<file path="src/rtl/bullet_arbiter.sv">
// Bullet slot arbiter: turns two fire keys into at most one bullet spawn per
// frame, allocating from a 4-entry slot pool with lifetimes and per-tank cooldown.
module bullet_arbiter #(
  parameter int LIFETIME     = 300,
  parameter int COOLDOWN     = 15,
  parameter int MAX_PER_TANK = 2
) (
  input  logic       frame_clk,
  input  logic       Reset,
  input  logic       fire0,
  input  logic       fire1,
  input  logic [9:0] tank0_x,
  input  logic [9:0] tank0_y,
  input  logic [9:0] tank1_x,
  input  logic [9:0] tank1_y,
  input  logic [5:0] angle0,
  input  logic [5:0] angle1,
  input  logic [3:0] kill,
  output logic [3:0] slot_valid,
  output logic [3:0] slot_owner,
  output logic       spawn_valid,
  output logic [1:0] spawn_slot,
  output logic [9:0] spawn_x,
  output logic [9:0] spawn_y,
  output logic [5:0] spawn_angle
);
  localparam logic [8:0] LIFE_INIT = 9'(LIFETIME);
  localparam logic [4:0] COOL_INIT = 5'(COOLDOWN);
  localparam logic [2:0] MAX_CNT   = 3'(MAX_PER_TANK);

  logic [1:0] fire_prev_reg;
  logic       edge_armed_reg;
  logic [1:0] pend_reg;
  logic [1:0] pend_next;
  logic       rr_ptr_reg;
  logic [4:0] cooldown_reg [2];
  logic [8:0] life_reg [4];
  logic       slot_on_reg [4];
  logic       slot_own_reg [4];

  logic [2:0] owned0_cnt;
  logic [2:0] owned1_cnt;
  logic       free_any;
  logic [1:0] free_idx;
  logic [1:0] elig;
  logic       grant;
  logic       winner;
  logic [1:0] fire_edge;

  always_comb begin
    owned0_cnt = '0;
    owned1_cnt = '0;
    free_idx   = '0;
    for (int i = 0; i < 4; i++) begin
      if (slot_on_reg[i] && slot_own_reg[i])  owned1_cnt = owned1_cnt + 3'd1;
      if (slot_on_reg[i] && !slot_own_reg[i]) owned0_cnt = owned0_cnt + 3'd1;
    end
    for (int i = 3; i >= 0; i--) begin
      if (!slot_on_reg[i]) free_idx = 2'(i);
    end
  end

  assign free_any = ~&slot_valid;
  assign elig[0]  = pend_reg[0] && (cooldown_reg[0] == '0) && (owned0_cnt < MAX_CNT) && free_any;
  assign elig[1]  = pend_reg[1] && (cooldown_reg[1] == '0) && (owned1_cnt < MAX_CNT) && free_any;
  assign grant    = |elig;
  assign winner   = (&elig) ? rr_ptr_reg : elig[1];

  // The armed flag keeps a key held through reset from looking like a fresh press.
  assign fire_edge = {fire1, fire0} & ~fire_prev_reg & {2{edge_armed_reg}};

  for (genvar gi = 0; gi < 2; gi++) begin : g_tank
    assign pend_next[gi] = fire_edge[gi] | (elig[gi] & (winner != 1'(gi)));

    always_ff @(posedge frame_clk or posedge Reset) begin
      if (Reset)
        cooldown_reg[gi] <= '0;
      else if (grant && (winner == 1'(gi)))
        cooldown_reg[gi] <= COOL_INIT;
      else if (cooldown_reg[gi] != '0)
        cooldown_reg[gi] <= cooldown_reg[gi] - 5'd1;
    end
  end

  for (genvar gi = 0; gi < 4; gi++) begin : g_slot
    // A grant only ever targets a slot that is free, so it never collides with kill/expiry.
    always_ff @(posedge frame_clk or posedge Reset) begin
      if (Reset) begin
        slot_on_reg[gi]  <= 1'b0;
        slot_own_reg[gi] <= 1'b0;
        life_reg[gi]     <= '0;
      end else if (grant && (free_idx == 2'(gi))) begin
        slot_on_reg[gi]  <= 1'b1;
        slot_own_reg[gi] <= winner;
        life_reg[gi]     <= LIFE_INIT;
      end else if (slot_on_reg[gi]) begin
        if (kill[gi] || (life_reg[gi] == 9'd1)) begin
          slot_on_reg[gi] <= 1'b0;
          life_reg[gi]    <= '0;
        end else begin
          life_reg[gi] <= life_reg[gi] - 9'd1;
        end
      end
    end

    assign slot_valid[gi] = slot_on_reg[gi];
    assign slot_owner[gi] = slot_own_reg[gi];
  end

  always_ff @(posedge frame_clk or posedge Reset) begin
    if (Reset) begin
      fire_prev_reg  <= '0;
      edge_armed_reg <= 1'b0;
      pend_reg       <= '0;
      rr_ptr_reg     <= 1'b0;
      spawn_valid    <= 1'b0;
      spawn_slot     <= '0;
      spawn_x        <= '0;
      spawn_y        <= '0;
      spawn_angle    <= '0;
    end else begin
      fire_prev_reg  <= {fire1, fire0};
      edge_armed_reg <= 1'b1;
      pend_reg       <= pend_next;
      spawn_valid    <= grant;
      if (&elig)
        rr_ptr_reg <= ~rr_ptr_reg;
      if (grant) begin
        spawn_slot  <= free_idx;
        spawn_x     <= winner ? tank1_x : tank0_x;
        spawn_y     <= winner ? tank1_y : tank0_y;
        spawn_angle <= winner ? angle1 : angle0;
      end
    end
  end
endmodule

</file>
<file path="config.mk">
export PLATFORM = sky130hd
export DESIGN_NAME = bullet_arbiter
export DESIGN_NICKNAME = d
export VERILOG_FILES = /design/src/rtl/bullet_arbiter.sv
export SDC_FILE = /design/constraint.sdc
export NUM_CORES = 1
export LEC_CHECK = 0
export ABC_AREA = 1
export BUFFER_PORTS_ARGS = -buffer_cell sky130_fd_sc_hd__buf_2
export CAP_MARGIN = 15
export CORE_UTILIZATION = 50
export DETAILED_ROUTE_END_ITERATION = 7
export PLACE_DENSITY = 0.76
export SETUP_SLACK_MARGIN = 0.5
export SYNTH_ARGS = -nofsm -noshare
export SYNTH_HDL_FRONTEND = slang
export SYNTH_SLANG_ARGS = --single-unit
export TNS_END_PERCENT = 10
</file>
<file path="constraint.sdc">
create_clock -name frame_clk -period 3.52 [get_ports frame_clk]
set_input_delay 0.352 -clock frame_clk [delete_from_list [all_inputs] [get_ports frame_clk]]
set_output_delay 0.352 -clock frame_clk [all_outputs]
set_load 0.03 [all_outputs]
</file>
==> results.sh <==
export IMPL_synth_seq_cells=89
export IMPL_hold_violations=0
export IMPL_reg2reg_from="slot_valid[0]"
export IMPL_areaGrowthSynthToFinish_pct=16.7
export IMPL_pin_count=97
export IMPL_p_comb_frac=0.396
export IMPL_hold_class="in2reg"
export IMPL_drc=0
export IMPL_post_route_min_period_ns=2.87
export IMPL_cts_tree="done"
export IMPL_grt_start_max_net_pins=63
export IMPL_max_freq_mhz=349
export IMPL_die_w_um=101
export IMPL_initial_core_util=0.525
export IMPL_cpMostUsedCell="inv_1"
export IMPL_grt_usage=0.222
export IMPL_clkLatencyLatePin_ns=0.37
export IMPL_synth_edff_count=0
export IMPL_holdCritStartpoint="fire0"
export IMPL_grt_use_met2=0.388
export IMPL_cp_buffers_inverters=7
export IMPL_final_cell_mix="nand2_1, nand3_1, buf_2"
export IMPL_rsz0062_at_grt="yes"
export IMPL_postRouteAntennaNets=0
export IMPL_crit_family="buffers and inverters"
export IMPL_antenna_found_initial=0
export IMPL_core_area_mm2=0.00937
export IMPL_fin_skew_ns=0.0141
export IMPL_drt_iter0_markers=154
export IMPL_seq_area_frac_synth=0.452
export IMPL_leakage_uw=0.00314
export IMPL_clkPwrFrac=0.183
export IMPL_p_sw_frac=0.417
export IMPL_min_period_over_period=0.814
export IMPL_final_common_cell="nand2_1"
export IMPL_top_usage_layer="met2"
export IMPL_via_per_inst=5.16
export IMPL_slew_violations=0
export IMPL_yosys_area_top_type="dfrtp_1"
export IMPL_cp_max_fo=28
export IMPL_rows=35
export IMPL_multi_input_area_mm2=0.00226
export IMPL_final_area_mm2=0.00574
export IMPL_synth_cell_types=35
export IMPL_portBuffers=96
export IMPL_final_core_util=0.613
export IMPL_cp_slowest_cell="dfrtp_1"
export IMPL_synth_main_ff_cell="dfrtp_1"
export IMPL_crit_arrival_ns=3.11
export IMPL_drive_gt1_frac=0.193
export IMPL_synth_nets=715
export IMPL_max_stage_delay_ns=0.38
export IMPL_grt_use_met1=0.268
export IMPL_gr_usage_met3=0.0324
export IMPL_p_seq_frac=0.421
export IMPL_dieHeight_um=101
export IMPL_fin_nets=814
export IMPL_yosysWarnings=0
export IMPL_crit_required_ns=3.76
export IMPL_tightest_slew_ns=0.514
export IMPL_drt_pass1_iterations=4
export IMPL_intPower_uw=2140
export IMPL_routabilityCongestion=0.890
export IMPL_syn_inst=637
export IMPL_grt_pass1_wl_um=18000
export IMPL_yosys_top_cells_area="dfrtp_1, nand2_1, nand3_1"
export IMPL_setup_violations=0
export IMPL_fin_tns_setup_ns=0
export IMPL_nFillCells=854
export IMPL_async_reset_ff_frac=1.00
export IMPL_postPlaceCellArea_mm2=0.00548
export IMPL_clockBufferDepth=2
export IMPL_status="finished clean"
export IMPL_overflow=0
export IMPL_netlist_area_mm2=0.00492
export IMPL_clock_sinks=89
export IMPL_h_tree_depth=3
export IMPL_synth_top_area_frac=0.452
export IMPL_cts_buffers=9
export IMPL_vias=4492
export IMPL_largest_reg_flops=36
export IMPL_start_kind="flop"
export IMPL_avgRoutedWirePerCell_um=12.4
export IMPL_ir_drop_mv=0.337
export IMPL_endpoint_kind="flop"
export IMPL_criticalPathCategory="reg2reg"
export IMPL_clkTransAtPathRegs_ns=0.10
export IMPL_cp_cell_sequence="buf_4, nand2_1, inv_1, ha_1, xor2_1, inv_1, ha_1, nand3_1, nand2_1, inv_1, nand3_1, nor2_2, buf_6, a21oi_4, buf_4, inv_1, o21ai_0"
export IMPL_syn_avg_cell_area_um2=7.73
export IMPL_antenna_cells=0
export IMPL_relSlewSlack=0.657
export IMPL_cap_violations=0
export IMPL_p_per_area_mw_per_mm2=640
export IMPL_register_area_mm2=0.00223
export IMPL_grt_pass1_vias=4155
export IMPL_drt_total_wl_um=10800
export IMPL_startpoint="slot_valid[0]"
export IMPL_cts_root_buf="clkbuf_8"
export IMPL_die_area_mm2=0.0102
export IMPL_dp_final_hpwl_um=7940
export IMPL_netSwitchingPower_uw=1530
[metrics by stage]
step	hold slack (ns)	setup WS, ns	std cells	power [uW]
4_1_cts	0.0908	0.508	866	3690
3_3_place_gp	0.452	0.494	850	2950
3_5_place_dp	0.458	0.402	850	3010
5_1_grt	0.0892	0.448	870	3960
2_1_floorplan	0.383	0.636	637	2620
6_report	0.104	0.654	870	3670
[final timing paths]
path / end / depth (start not counted) / slack (ns)
max in group asynchronous: slot_valid[2] / 5 / 2.24
worst min-delay path: fire_prev_reg[0] / 1 / 0.10
worst max register to register: cooldown_reg[8] / 17 / 0.65
worst max-delay path: cooldown_reg[8] / 17 / 0.65
min in group asynchronous: life_reg[24] / 3 / 0.46
worst min register to register: spawn_slot[0] / 2 / 0.48
[kinds of logic (layout without fill, tap and decap cells)]
logic type | count (synthesis) | after routing | synth area share
AND/OR/NAND/NOR | 363 | 363 | 0.323
buffers and inverters | 103 | 207 | 0.0917
adder cells (fa/ha/maj) | 18 | 18 | 0.0457
flip-flops | 89 | 89 | 0.452
AO/OA/AOI/OAI | 43 | 43 | 0.0508
XOR/XNOR | 19 | 19 | 0.0338
multiplexers | 1 | 1 | 0.00203
other | 1 | 1 | 0.000762
[power by group through the flow]
stage | registers (uW) | logic [uW] | clock network (uW)
CTS | 1540 | 1460 | 689
floorplan | 1830 | 787 | 0
global route | 1580 | 1640 | 731
global placement | 1550 | 1400 | 0
finish | 1550 | 1450 | 674
detailed placement | 1560 | 1450 | 0
[cells in the mapped netlist, drive strengths merged, types with 2 or more instances]
master,n
a21oi,4
a31oi,2
and2,2
buf,16
clkbuf,2
dfrtp,89
ha,18
inv,85
nand2,180
nand3,101
nand4,11
nor2,55
nor3,8
o211ai,5
o21ai,27
o22ai,3
or2,4
xnor2,4
xor2,15
[per-layer routing]
layer  routed length (um)  up-vias
li1                     -     2226
met1                 4620     2120
met2                 5510      122
met3                  414       24
met4                  224        0
met5                    0        -
[layout make-up]
class,count,area share
Clock buffer,10,0.0240
Inverter,85,0.0569
Clock inverter,6,0.00893
Timing Repair Buffer,106,0.101
Sequential cell,89,0.388
Tap cell,129,0.0281
Multi-Input combinational cell,445,0.393
[worst reg2reg max path, delay by kind of cell (launching register included)]
family / cells / cell delay (ns)
adder cells (fa/ha/maj): 2 / 0.58
flip-flops: 1 / 0.38
buffers and inverters: 7 / 0.97
XOR/XNOR: 1 / 0.15
AND/OR/NAND/NOR: 5 / 0.48
AO/OA/AOI/OAI: 2 / 0.17
[what timing repair did]
action | CTS | global route
buffers inserted | 0 | 2
setup endpoints to repair | 20 | 76
hold endpoints to repair | 0 | 13
hold buffers | 0 | 1
gates resized for setup | 1 | 5
Power figures use the tool's default switching activity.
